### config.mk
export PLATFORM = sky130hd
export DESIGN_NAME = instruction_fetch
export DESIGN_NICKNAME = d
export VERILOG_FILES = /design/src/rtl/ant_pkg.sv /design/src/rtl/instruction_fetch_fifo.sv /design/src/rtl/instruction_fetch.sv
export SDC_FILE = /design/constraint.sdc
export NUM_CORES = 1
export LEC_CHECK = 0
export ABC_AREA = 1
export CAP_MARGIN = 20
export CORE_ASPECT_RATIO = 2
export CORE_MARGIN = 4
export CORE_UTILIZATION = 40
export CTS_CLUSTER_SIZE = 25
export DETAILED_ROUTE_END_ITERATION = 16
export GPL_ROUTABILITY_DRIVEN = 0
export PLACE_DENSITY = 0.7
export RECOVER_POWER = 25
export SLEW_MARGIN = 20
export SYNTH_ARGS = -nofsm -noshare
export SYNTH_HDL_FRONTEND = slang
export SYNTH_HIERARCHICAL = 1
export SYNTH_SLANG_ARGS = --single-unit
### constraint.sdc
create_clock -name clock -period 4 [get_ports clock]
set_input_delay 1.2 -clock clock [delete_from_list [all_inputs] [get_ports clock]]
set_output_delay 1.2 -clock clock [all_outputs]
set_load 0.02 [all_outputs]
### src/rtl/ant_pkg.sv
// Shared types and default widths for the instruction fetch front-end.
package ant_pkg;

  localparam int INSTR_WIDTH = 16;
  localparam int ADDR_WIDTH  = 8;

  typedef enum logic {
    IDLE = 1'b0,
    RUN  = 1'b1
  } fetch_state_t;

  typedef struct packed {
    logic [INSTR_WIDTH-1:0] instr;
    logic [ADDR_WIDTH-1:0]  pc;
  } fetch_entry_t;

endpackage

### src/rtl/instruction_fetch_fifo.sv
// Small prefetch FIFO of {instr, pc} entries; flush wins over push.
module fetch_fifo
  import ant_pkg::*;
#(
  parameter int DEPTH = 2,
  localparam int CNT_W = $clog2(DEPTH + 1)
) (
  input  logic             clock,
  input  logic             reset,
  input  logic             push,
  input  fetch_entry_t     push_data,
  input  logic             pop,
  input  logic             flush,
  output logic [CNT_W-1:0] count,
  output fetch_entry_t     head,
  output logic             empty
);

  localparam int PTR_W = (DEPTH > 1) ? $clog2(DEPTH) : 1;

  fetch_entry_t     mem [DEPTH];
  logic [PTR_W-1:0] wr_ptr_reg;
  logic [PTR_W-1:0] rd_ptr_reg;
  logic [CNT_W-1:0] count_reg;
  logic             do_push;
  logic             do_pop;

  assign empty   = (count_reg == '0);
  assign count   = count_reg;
  assign do_push = push && !flush;
  assign do_pop  = pop && !empty;
  // Masking keeps the head at zero whenever nothing valid is stored.
  assign head    = empty ? '0 : mem[rd_ptr_reg];

  always_ff @(posedge clock or negedge reset) begin
    if (!reset) begin
      wr_ptr_reg <= '0;
      rd_ptr_reg <= '0;
      count_reg  <= '0;
    end else if (flush) begin
      wr_ptr_reg <= '0;
      rd_ptr_reg <= '0;
      count_reg  <= '0;
    end else begin
      if (do_push) wr_ptr_reg <= wr_ptr_reg + PTR_W'(1);
      if (do_pop)  rd_ptr_reg <= rd_ptr_reg + PTR_W'(1);
      case ({do_push, do_pop})
        2'b10:   count_reg <= count_reg + CNT_W'(1);
        2'b01:   count_reg <= count_reg - CNT_W'(1);
        default: count_reg <= count_reg;
      endcase
    end
  end

  always_ff @(posedge clock) begin
    if (do_push) mem[wr_ptr_reg] <= push_data;
  end

  overflow_chk: assert property (@(posedge clock) disable iff (!reset)
    !(do_push && !do_pop && (count_reg == CNT_W'(DEPTH))));

endmodule

### src/rtl/instruction_fetch.sv
// Fetch front-end: PC, one-deep in-flight tracking, issue throttling and redirect flush.
module instruction_fetch #(
  parameter int INSTR_WIDTH = ant_pkg::INSTR_WIDTH,
  parameter int ADDR_WIDTH  = ant_pkg::ADDR_WIDTH,
  parameter int DEPTH       = 2,
  parameter logic [ADDR_WIDTH-1:0] RESET_PC = '0
) (
  input  logic                   clock,
  input  logic                   reset,
  input  logic                   fetch_en,
  input  logic                   redirect_valid,
  input  logic [ADDR_WIDTH-1:0]  redirect_pc,
  output logic                   imem_en,
  output logic [ADDR_WIDTH-1:0]  imem_addr,
  input  logic [INSTR_WIDTH-1:0] imem_rdata,
  output logic                   instr_valid,
  input  logic                   instr_ready,
  output logic [INSTR_WIDTH-1:0] instr,
  output logic [ADDR_WIDTH-1:0]  instr_pc
);

  import ant_pkg::*;

  localparam int CNT_W = $clog2(DEPTH + 1);
  localparam int OCC_W = CNT_W + 1;

  fetch_state_t          state_reg;
  fetch_state_t          state_next;
  logic [ADDR_WIDTH-1:0] pc_reg;
  logic [ADDR_WIDTH-1:0] pc_next;
  logic                  inflight_reg;
  logic [ADDR_WIDTH-1:0] inflight_pc_reg;
  logic [CNT_W-1:0]      fifo_count;
  logic                  fifo_empty;
  logic                  pop;
  logic                  issue;
  logic [OCC_W-1:0]      occupancy;
  fetch_entry_t          push_entry;
  fetch_entry_t          head_entry;

  assign pop       = instr_valid && instr_ready;
  // Slots already committed once this cycle's pop and the pending response settle.
  assign occupancy = OCC_W'(fifo_count) + OCC_W'(inflight_reg) - OCC_W'(pop);

  always_comb begin
    state_next = state_reg;
    issue      = 1'b0;
    pc_next    = pc_reg;
    case (state_reg)
      IDLE:    if (fetch_en)  state_next = RUN;
      RUN:     if (!fetch_en) state_next = IDLE;
      default: state_next = IDLE;
    endcase
    if (state_reg == RUN && !redirect_valid && occupancy < OCC_W'(DEPTH)) issue = 1'b1;
    if (redirect_valid)  pc_next = redirect_pc;
    else if (issue)      pc_next = pc_reg + ADDR_WIDTH'(1);
  end

  always_ff @(posedge clock or negedge reset) begin
    if (!reset) begin
      state_reg       <= IDLE;
      pc_reg          <= RESET_PC;
      inflight_reg    <= 1'b0;
      inflight_pc_reg <= '0;
    end else begin
      state_reg    <= state_next;
      pc_reg       <= pc_next;
      inflight_reg <= issue;
      if (issue) inflight_pc_reg <= pc_reg;
    end
  end

  assign push_entry.instr = imem_rdata;
  assign push_entry.pc    = inflight_pc_reg;

  // A redirect flushes the FIFO, which also drops the response landing this cycle.
  fetch_fifo #(
    .DEPTH(DEPTH)
  ) u_fifo (
    .clock     (clock),
    .reset     (reset),
    .push      (inflight_reg),
    .push_data (push_entry),
    .pop       (pop),
    .flush     (redirect_valid),
    .count     (fifo_count),
    .head      (head_entry),
    .empty     (fifo_empty)
  );

  assign imem_en     = issue;
  assign imem_addr   = pc_reg;
  assign instr_valid = !fifo_empty;
  assign instr       = head_entry.instr;
  assign instr_pc    = head_entry.pc;

endmodule

==> Word level (Yosys, flattened, before mapping) <==
Memories as Yosys holds them, arrays and structs flattened.
Index checks and enable logic that the tools add are counted.
{ "totals": {"ff_bits": 22, "latchBits": 0, "ram_bits": 48, "mem_bits_ro": 0, "elab_cells": 43, "mem_count": 1} }
{ "op_classes": {"n_addsub": 7, "n_mul": 0, "div": 0, "order_cmp": 1, "n_eq_ne": 2, "n_shift": 0, "mux": 13, "n_bitwise": 0, "n_reduce_logical": 12} }
{ "memory_table": {"columns": ["name", "depth", "width", "read_ports", "rd_clocked_by_memory_dff", "wr", "line_no", "text"], "rows": [
  ["u_fifo.mem", 2, 24, 1, 0, 1, "instruction_fetch_fifo.sv:21", "fetch_entry_t mem [DEPTH];"]
]} }
{ "ops": {"columns": ["op", "n"], "rows": [
  ["24-bit 2-to-1 mux", 1],
  ["8-bit 2-to-1 mux", 2],
  ["8-bit by 1-bit adder with 8-bit output (second input constant)", 1],
  ["1-bit 2-to-1 mux", 8],
  ["2-bit nonzero test", 3],
  ["1-bit logical AND", 5],
  ["2-bit one-hot mux with 2 select lines", 1],
  ["2-bit by 1-bit adder with 3-bit output", 1],
  ["3-bit by 2-bit < comparator with 1-bit output (second input constant)", 1],
  ["3-bit nonzero test", 1],
  ["3-bit by 1-bit subtractor with 3-bit output", 1],
  ["1-bit adder (second input constant)", 2],
  ["2-bit by 1-bit adder with 2-bit output (second input constant)", 1],
  ["2-bit by 1-bit equality test with 1-bit output (second input constant)", 1],
  ["2-bit equality test (second input constant)", 1],
  ["1-bit zero test", 2],
  ["2-bit zero test", 1],
  ["2-bit 2-to-1 mux", 1],
  ["2-bit by 1-bit subtractor with 2-bit output (second input constant)", 1]
]} }

==> Logic depth before layout (Yosys ltp) <==
Gate-level depths: netlist of run 1.
{ "logic_depth": {"depth_word": 9, "ltp_mapped": 16, "ltp_nobuf": 15} }

==> Cells and area by module <==
Netlist of run 1, hierarchy kept.
{ "by_module_without_submodules": {"columns": ["mod", "n_inst", "cells_each", "area_per_inst_um2", "seq_area_each_um2"], "rows": [
  ["fetch_fifo", 1, 161, 2026.9, 1541.5],
  ["instruction_fetch", 1, 121, 982.2, 450.4]
]} }

==> Worst setup path before layout of run 1 <==
Ideal clock, no wire load.
{ "synth_path": {"path_type": "in2out", "start": "input port instr_ready", "end": "output port imem_en", "arrival_ps": 2646, "required_time_ps": 2800, "setup_slack_ps": 154, "stages": 9, "path_buffers": 1, "cell_sequence": "inv_1 > nor2_1 > ha_1 > inv_1 > nand2_1 > fa_1 > nand3_1 > nor2_2 > buf_6"} }
{ "synth_via": {"elab_chain_cells": 5} }
{ "synth_lines": {"columns": ["item", "line_no", "text"], "rows": [
  ["start: declaration", "instruction_fetch.sv:17", "input logic instr_ready,"],
  ["1-bit logical AND", "instruction_fetch.sv:41", "assign pop = instr_valid && instr_ready;"],
  ["net pop", "instruction_fetch.sv:35", "logic pop;"],
  ["3-bit by 1-bit subtractor with 3-bit output", "instruction_fetch.sv:43", "assign occupancy = OCC_W'(fifo_count) + OCC_W'(inflight_reg) - OCC_W'(pop);"],
  ["3-bit by 2-bit < comparator with 1-bit output", "instruction_fetch.sv:54", "if (state_reg == RUN && !redirect_valid && occupancy < OCC_W'(DEPTH)) issue = 1'b1;"],
  ["1-bit logical AND", "instruction_fetch.sv:54", null],
  ["1-bit 2-to-1 mux", "instruction_fetch.sv:54", null],
  ["end: declaration", "instruction_fetch.sv:13", "output logic imem_en,"]
]} }
The timed path passes the listed nets, and every way through them passes these cells.

==> Final worst setup path of run 1 <==
Same ends and word-level chain as after synthesis.

==> results of run 1 <==
through the flow:
stage	setup WS (ns)	instance area, sq um	std cells
5_1_grt	-0.00340	4100	452
3_3_place_gp	-0.871	3760	436
6_report	0.106	4100	452
2_1_floorplan	0.154	3010	282
3_5_place_dp	-0.895	3760	436
4_1_cts	0.0389	4100	453
cell usage in the layout, fill, tap and decap left out, types with 4 or more instances in the layout:
cell type and count:
sky130_fd_sc_hd__nand2_1 94, sky130_fd_sc_hd__clkdlybuf4s50_1 56, sky130_fd_sc_hd__edfxtp_1 48, sky130_fd_sc_hd__a21oi_1 26
sky130_fd_sc_hd__dfrtp_1 22, sky130_fd_sc_hd__nand3_1 21, sky130_fd_sc_hd__inv_1 14, sky130_fd_sc_hd__buf_4 11
sky130_fd_sc_hd__clkbuf_16 9, sky130_fd_sc_hd__inv_2 6, sky130_fd_sc_hd__nand2_2 6, sky130_fd_sc_hd__nor2_1 6
sky130_fd_sc_hd__o21ai_2 6, sky130_fd_sc_hd__nor2_2 4, sky130_fd_sc_hd__clkinv_2 4
per-layer routing:
metal | global-route usage, % | up-vias
met1 | 13.7 | 996
met5 | 0 | -
met2 | 26.3 | 52
li1 | - | 1089
met4 | 8.29 | 0
met3 | 3.29 | 12
what timing repair did:
action                     in CTS  in global routing
setup endpoints to repair       1                  1
gates resized for setup        14                  3
setup buffers                   1                  0
hold buffers                    0                  0
pin swaps                       5                  4
critical path: cells and delay by family:
kind	cells	cell delay, ns
buf+inv	4	0.31
simple gates	4	0.41
fa+ha+maj	2	0.77
worst paths after layout:
| path | end | startpoint | cells after the start |
|---|---|---|---|
| worst max register to register | imem_addr[0]$_DFFE_PN0P_ | u_fifo/count[0]$_DFFE_PN0P_ | 14 |
| worst min-delay path | u_fifo/mem[0][6]$_DFFE_PP_ | inflight_pc_reg[6]$_DFFE_PN0P_ | 0 |
| min in group asynchronous | imem_addr[5]$_DFFE_PN0P_ | reset | 1 |
| worst min register to register | u_fifo/mem[0][6]$_DFFE_PP_ | inflight_pc_reg[6]$_DFFE_PN0P_ | 0 |
| worst max-delay path | imem_en | instr_ready | 10 |
| max in group asynchronous | u_fifo/rd_ptr_reg$_DFFE_PN0P_ | reset | 1 |
cells in the mapped netlist, types with 2 or more instances:
cell type,n
sky130_fd_sc_hd__edfxtp_1,48
sky130_fd_sc_hd__o21ai_0,3
sky130_fd_sc_hd__nand3_1,22
sky130_fd_sc_hd__nand2_2,5
sky130_fd_sc_hd__buf_4,2
sky130_fd_sc_hd__inv_2,5
sky130_fd_sc_hd__buf_6,2
sky130_fd_sc_hd__ha_1,2
sky130_fd_sc_hd__xor2_1,3
sky130_fd_sc_hd__inv_1,15
sky130_fd_sc_hd__buf_2,7
sky130_fd_sc_hd__a21boi_0,2
sky130_fd_sc_hd__dfrtp_1,22
sky130_fd_sc_hd__o21ai_2,6
sky130_fd_sc_hd__nand2_1,95
sky130_fd_sc_hd__a21oi_1,26
sky130_fd_sc_hd__nor2_2,3
sky130_fd_sc_hd__nor2_1,9
kinds of logic (layout without fill, tap and decap cells):
logic type	after synthesis	in the layout
flip-flops	70	70
buffers and inverters	31	109
AND/OR/NAND/NOR	138	138
XOR/XNOR	3	3
adder cells (fa/ha/maj)	3	3
AO/OA/AOI/OAI	37	37
report_power, final:
group          switching, W  internal (W)  leakage [nW]  total, W
combinational      0.000137      0.000116         0.771  0.000253
clock              0.000275      0.000541         0.159  0.000816
sequential        0.0000399      0.000841         0.713  0.000881
total              0.000452       0.00150          1.64   0.00195
cell type report:
| class | count | area share (%) |
|---|---|---|
| Inverter | 20 | 1.83 |
| Clock buffer | 9 | 5.49 |
| Sequential cell | 70 | 48.6 |
| Tap cell | 92 | 2.81 |
| Timing Repair Buffer | 73 | 16.9 |
| Multi-Input combinational cell | 181 | 22.2 |
| Clock inverter | 7 | 2.17 |
==> impl_results.md, run 1 <==
- Vias in the first global route: 2200
- Critical path data arrival time: 2.69 ns
- Max reg flops: 48
- Max-Slew Margin vs Limit: 19.2%
- Post-Syn Instances: 282
- Synthesized area per cell: 10.7 sq um
- Share of the cycle needed by the critical path after routing: 97.3%
- Maximum resistive drop on vdd: 0.232 mV
- Slowest CP cell: sky130_fd_sc_hd__fa_2
- Core area: 7320 sq um
- Count of distinct cell types in the synthesized netlist: 23
- Met2 routed wirelength: 3330 um
- Leftover overflow at the end of global routing: 0
- Sum of met3 wire segment lengths after detailed routing: 225 um
- Average routed wire per standard cell: 13.0 um
- Starting density of the core: 41.1%
- Number of optimization iterations in the first detailed-route pass: 4
- Clock transition at path regs: 0.05 ns
- Worst EP required: 2.80 ns
- Post-synthesis instance area: 3010 sq um
- Final hold viol count: 0
- Final Critical Period: 3.89 ns
- Worst setup path class: in2out
- Synthesized-area fraction occupied by ao, oa, aoi and oai cells: 7.07%
- Share of async-settable or async-resettable flops after synthesis: 31.4%
- Register area share after synthesis: 66.2%
- Area used by multi-input combinational logic: 910 sq um
- Sum of internal, switching and leakage power: 0.00195 W
- I/O pin cnt: 63
- Combinational family with the most area after synthesis: simple AND/OR/NAND/NOR gates
- Worst hold-check path type: reg2reg
- Number of maximum-capacitance constraint violations: 0
- Antenna violations before repair: 0
- Setup crit start kind: input port
- Largest cells by area after synthesis: sky130_fd_sc_hd__edfxtp_1, sky130_fd_sc_hd__dfrtp_1, sky130_fd_sc_hd__nand2_1, sky130_fd_sc_hd__a21oi_1, sky130_fd_sc_hd__nand3_1
- Final wirelength: 5880 um
- First-pass GRT wire length: 9890 um
- Total Negative Setup Slacks: 0 ns
- Slack of the worst reg-to-reg path: 1.57 ns
- Area leader, netlist: sky130_fd_sc_hd__edfxtp_1
- Post-synthesis to final-layout area growth: 36.2%
- Number of fill cells: 601
- Number of sinks on the clock net: 70
- Final Slew Violations: 0
- Die extent in y: 131 um
- Synthesized net count: 314
- TritonCTS buffer count: 9
- DR vias: 2149
- Final #Nets: 387
- Xor and xnor area share after synthesis: 0.873%
- Yosys Warn Count: 6
- Average vias per placed instance: 4.75
- Worst hold margin: 0.472 ns
- Number of placement rows: 44
- Fmax: 257 MHz
- CTS tree: yes
- Total global-route track usage: 14.0%
- # H-tree levels: 3
- Result of the run: finished clean
- Top routing layer in use: met4
- Top fanout value on the critical path: 2
- Overall die width: 69.3 um
- Final core utilization: 56.0%
- Estimated wirelength of the detail-placed design: 4000 um
- Simple-gate area share of the yosys netlist: 19.5%
- Slew at the pin closest to its max-slew limit: 1.21 ns
- Number of synthesized flops with an enable pin: 48
- Main synth FF type: sky130_fd_sc_hd__edfxtp_1
- Buffers added on ports: 62
- Area of the die: 9060 sq um
- M1 WL: 2160 um
- Critical Path Sink Type: primary output
- Mux cell area share after synthesis: 0%
- Setup violators final: 0
- Total area of sequential cells: 1990 sq um
- Number of DRC markers in iteration 0: 88
- DR DRC count: 0
- Ordered cell list for the critical path: buf_2, inv_1, nor2_4, ha_4, inv_2, nand2_2, fa_2, nand3_2, nor2_4, buf_6
- Leakage Power: 1.64 nW
- Slowest cell delay on critical path: 0.55 ns
- Detail Route Antenna Nets: 0
- Setup skew after layout: 0.00460 ns
- Share of cells above drive strength 1: 16.1%
- Longest Clk Path Bufs: 2
- Diodes inserted: 0
- Flip-flop and latch count after synthesis: 70
- PwrDens: 476 nW/um^2
- Insertion delay of the later-clocked pin in the worst-skew pair: 0.32 ns
- Area share of the largest cell type after synthesis: 47.9%
- Clock root buffer: sky130_fd_sc_hd__clkbuf_16
- Pin count of the biggest net entering global routing: 27
- Share of synthesized cell area in full adder, half adder and majority cells: 1.50%
- Cell repeated most along the worst path: sky130_fd_sc_hd__nor2_4
Note: power is estimated with default switching activity, not from simulation.
==> run 2: changes to the inputs <==
--- a/config.mk
+++ b/config.mk
@@ -9,13 +9,13 @@
 export CAP_MARGIN = 20
 export CORE_ASPECT_RATIO = 2
 export CORE_MARGIN = 4
-export CORE_UTILIZATION = 40
+export CORE_UTILIZATION = 50
 export CTS_CLUSTER_SIZE = 25
 export DETAILED_ROUTE_END_ITERATION = 16
 export GPL_ROUTABILITY_DRIVEN = 0
-export PLACE_DENSITY = 0.7
+export PLACE_DENSITY = 0.83
 export RECOVER_POWER = 25
-export SLEW_MARGIN = 20
+export SLEW_MARGIN = 25
 export SYNTH_ARGS = -nofsm -noshare
 export SYNTH_HDL_FRONTEND = slang
 export SYNTH_HIERARCHICAL = 1
==> impl_results.md, run 2 (synthesized netlist as in run 1, its figures left out) <==
- Worst setup path class: in2out
- Setup crit start kind: input port
- Final Slew Violations: 0 (unchanged)
- Most common cell after layout, fill and taps aside: sky130_fd_sc_hd__nand2_1
- Overall die width: 62.9 um (-9.3%)
- Setup skew after layout: 0.00719 ns (+0.00260 ns)
- Setup violators final: 0 (unchanged)
- Top fanout value on the critical path: 2 (unchanged)
- Result of the run: finished clean
- Worst hold-check path type: reg2reg
- Average routed wire per standard cell: 13.9 um (+6.5%)
- Antenna violations before repair: 0 (unchanged)
- Maximum resistive drop on vdd: 0.294 mV (+27%)
- Area of the die: 7400 sq um (-18%)
- Most used cells in the layout excluding fill and tap cells: sky130_fd_sc_hd__nand2_1, sky130_fd_sc_hd__clkdlybuf4s50_1, sky130_fd_sc_hd__edfxtp_1
- Diodes inserted: 0 (unchanged)
- Max-Slew Margin vs Limit: 20.8% (+1.6 points)
- Number of DRC markers in iteration 0: 130 (+48%)
- Share of cells above drive strength 1: 15.2% (-0.88 points)
- Length in cells of the worst reg-to-reg path: 15 (+1)
- Critical path data arrival time: 2.75 ns (+0.06 ns)
- TritonCTS buffer count: 9 (unchanged)
- DR DRC count: 0 (unchanged)
- Total global-route track usage: 16.9% (+2.9 points)
- Slew at the pin closest to its max-slew limit: 1.19 ns (-0.0246 ns)
- Depth of the worst hold-timing path: 0 (unchanged)
- Number of maximum-capacitance constraint violations: 0 (unchanged)
- Critical Path Sink Type: primary output
- Hold-fix buffers at CTS: 0 (unchanged)
- Worst EP required: 2.80 ns (about the same)
- Final Critical Period: 3.95 ns (+0.0611 ns)
- Core area: 5760 sq um (-21%)
- Number of cells after detailed placement: 405 (-7.1%)
- Share of the cycle needed by the critical path after routing: 98.9% (+1.5 points)
- Clock root buffer: sky130_fd_sc_hd__clkbuf_16
- Slack of the worst reg-to-reg path: 1.54 ns (-0.03 ns)
- Insertion delay of the later-clocked pin in the worst-skew pair: 0.32 ns (about the same)
- Final #Nets: 388 (+0.26%)
- Vias in the first global route: 2229 (+1.3%)
- Final wirelength: 5850 um (-0.61%)
- Final hold viol count: 0 (unchanged)
- Starting density of the core: 52.3% (+11 points)
- Number of sinks on the clock net: 70 (unchanged)
- PwrDens: 469 nW/um^2 (-1.4%)
- Detail Route Antenna Nets: 0 (unchanged)
- CTS tree: yes
- First-pass GRT wire length: 9760 um (-1.4%)
- Pin count of the biggest net entering global routing: 27 (unchanged)
- # H-tree levels: 3 (unchanged)
- Clock transition at path regs: 0.05 ns (about the same)
- Total Negative Setup Slacks: 0 ns (unchanged)
- DR vias: 2188 (+1.8%)
- Number of optimization iterations in the first detailed-route pass: 4 (unchanged)
- Fmax: 253 MHz (-1.5%)
- Post-synthesis to final-layout area growth: 34.2%
- Max reg flops: 48 (unchanged)
- Longest Clk Path Bufs: 2 (unchanged)
- Buffers added on ports: 62 (unchanged)
- Average vias per placed instance: 5.18 (+9.1%)
- Count of non-filler cells in the finished layout: 422 (-6.6%)
- Leftover overflow at the end of global routing: 0 (unchanged)
- Leakage Power: 1.63 nW (-0.60%)
- Die extent in y: 118 um (-9.9%)
- I/O pin cnt: 63 (unchanged)
- Unrepaired setup endpoints after global routing: false
- Estimated wirelength of the detail-placed design: 3970 um (-0.83%)
- Number of placement rows: 39 (-11%)
[run 2: timing repair]
action / CTS / global route
setup endpoints to repair: 1 / 1
setup buffers: 1 / 0
pin swaps: 5 / 2
cloned: 0 / 0
resized for setup: 14 / 0
[run 2: final timing paths]
kind                                                 from                         end
max                                           instr_ready                     imem_en
min                        inflight_pc_reg[6]$_DFFE_PN0P_  u_fifo/mem[0][6]$_DFFE_PP_
max reg2reg                   u_fifo/count[0]$_DFFE_PN0P_    imem_addr[0]$_DFFE_PN0P_
min reg2reg                inflight_pc_reg[6]$_DFFE_PN0P_  u_fifo/mem[0][6]$_DFFE_PP_
max in group asynchronous                           reset      inflight_reg$_DFF_PN0_
min in group asynchronous                           reset    imem_addr[5]$_DFFE_PN0P_
[run 2: final cells by class]
cell class              count  area, sq um
fillers                   429         1720
repair buffers             74          701
clock inverters             4         47.5
inverters                  20         75.1
flip-flops and latches     70         1990
clock buffers              12          246
well taps                  61         76.3
multi-input cells         181          900
[run 2: metrics by stage]
| step | instance area [sq um] | total power, W | worst slack, ns | utilization, % | hold slack, ns |
|---|---|---|---|---|---|
| finish | 4040 | 0.00190 | 0.0451 | 70.1 | 0.474 |
| global route | 4040 | 0.00198 | 0.00897 | 70.1 | 0.494 |
| CTS | 4040 | 0.00192 | 0.0359 | 70.2 | 0.477 |
| detailed placement | 3720 | 0.00115 | -0.863 | 64.6 | 0.462 |
| global placement | 3720 | 0.00114 | -0.871 | 64.6 | 0.451 |
| floorplan | 3010 | 0.00103 | 0.154 | - | 0.442 |
[run 2: metal layers]
layer	GRT usage [%]	routed length [um]	vias to the layer above
li1	-	-	1087
met1	15.8	2080	1032
met5	0	0	-
met4	7.47	123	0
met2	32.0	3360	58
met3	5.54	282	11
[run 2: critical path: stages]
cell	delay, ns
sky130_fd_sc_hd__buf_2	0.10
sky130_fd_sc_hd__inv_1	0.06
sky130_fd_sc_hd__nor2_1	0.04
sky130_fd_sc_hd__buf_4	0.14
sky130_fd_sc_hd__ha_4	0.23
sky130_fd_sc_hd__inv_2	0.04
sky130_fd_sc_hd__nand2_2	0.04
sky130_fd_sc_hd__fa_1	0.52
sky130_fd_sc_hd__nand3_2	0.10
sky130_fd_sc_hd__nor2_4	0.15
sky130_fd_sc_hd__buf_6	0.13
[run 2: report_power, final]
group          total, W  internal [W]  switching, W
registers      0.000883      0.000841     0.0000412
logic          0.000253      0.000116      0.000137
clock network  0.000759      0.000497      0.000263
==> run 3: changes to the inputs <==
--- a/config.mk
+++ b/config.mk
@@ -13,9 +13,10 @@
 export CTS_CLUSTER_SIZE = 25
 export DETAILED_ROUTE_END_ITERATION = 16
 export GPL_ROUTABILITY_DRIVEN = 0
+export HOLD_SLACK_MARGIN = 0.06
 export PLACE_DENSITY = 0.83
 export RECOVER_POWER = 25
-export SLEW_MARGIN = 25
+export SLEW_MARGIN = 20
 export SYNTH_ARGS = -nofsm -noshare
 export SYNTH_HDL_FRONTEND = slang
 export SYNTH_HIERARCHICAL = 1
==> results of run 3 <==
Same layout as run 2: the final DEF is identical, and so are final timing and power.
==> edit (config.mk and constraints of run 1) <==
`ADDR_WIDTH`: 8 -> 9.
--- a/src/rtl/ant_pkg.sv
+++ b/src/rtl/ant_pkg.sv
@@ -2,7 +2,7 @@
 package ant_pkg;
 
   localparam int INSTR_WIDTH = 16;
-  localparam int ADDR_WIDTH  = 8;
+  localparam int ADDR_WIDTH  = 9;
 
   typedef enum logic {
     IDLE = 1'b0,
Interface: changed (resized imem_addr, instr_pc and redirect_pc); port bits go from 63 to 66. The function was not compared with the original's and may differ.
==> edit against run 1 <==
- area after synthesis is 4.7% higher
- total power is 1.9% higher
- final area is 4.1% higher
- final cell count is 6.0% higher
- routed wire length is 9.3% higher
- sequential cell count is 4 higher
- count of clock-buffer cells in the layout is 5 higher
- worst setup slack worse by 0.0057 ns
- critical path type unchanged
- critical path depth is 1 higher
==> edit: results (changes against run 1) <==
- The largest voltage drop on the vdd net is 273 uV (+18%).
- The total track usage is 14.9% (+0.98 points).
- The combinational power is 0.260 mW (+3%).
- The run finished with clean final reports.
- The largest net degree at the start of global routing is 28 (+3.7%).
- The clock distribution power is 0.792 mW (-2.9%).
- For this design, the slowest cell found on the critical path is sky130_fd_sc_hd__fa_1.
- The routed via count divided by cell count is 4.84 (+1.8%).
- The detailed placer's ending HPWL is 4430 um (+11%).
- The met2 routed wirelength is 3590 um (+7.6%).
- The final net count is 413 (+6.7%).
- The global-route wire length before repair came to 10,900 um (+10%).
- The total nets after synthesis is 334 (+6.4%).
- The fraction of layout instances using a drive strength above 1 is 12.2% (-3.9 points).
- The via count of the first global-routing pass is 2,406 (+9.4%).
- The worst setup slack before clock tree synthesis was -0.858 ns (+0.0374 ns).
- The critical path's largest stage delay came to 0.52 ns (-0.03 ns).
- The async set or reset register ratio after synthesis is 32.4% (+1.0 points).
- The static power due to leakage came to 1.72 nW (+4.7%).
- The worst clock skew on the final layout is 0.00360 ns (-0.000998 ns).
- The wire length on met1 is 2380 um (+10%).
- The met2 usage in global routing is 27.4% (+1.1 points).
- The number of design-rule violations left by the first detailed-router iteration is 140 (+59%).
- The number of enable flip-flop cells after synthesis came to 50 (+4.2%).
- The wire length on met3 is 286 um (+27%).
- The distinct cell type count after synthesis is 26 (+13%).
-- edit: metrics by stage --
stage               cells  utilization [%]  hold slack [ns]
finish                479             55.7            0.476
global route          479             55.7            0.495
CTS                   479             55.8            0.485
floorplan             301                -            0.442
global placement      462             51.6            0.450
detailed placement    462             51.6            0.471
-- edit: final cells by class --
cell class                      instances  area (sq um)
Fill cell                             679          3390
Sequential cell                        74          2100
Multi-Input combinational cell        195           921
Timing Repair Buffer                   79           748
Clock buffer                           14           264
Tap cell                               94           118
Inverter                               21          78.8
Clock inverter                          2          35.0
-- edit: timing repair --
action / in CTS / in global routing
resized for setup: 13 / 0
buffers inserted: 1 / 0
endpoints found under the setup margin: 1 / 1
pin swaps: 4 / 1
-- edit: logic make-up (layout without fill, tap and decap cells) --
group	count (synthesis)	in the layout	share of synthesized area (%)
adders and majority gates	3	3	1.43
xor gates and xnor gates	2	2	0.556
AOI/OAI and AO/OA	40	40	6.51
DFF	74	74	66.7
buffers and inverters	32	116	4.69
and+or+nand+nor	150	150	20.1
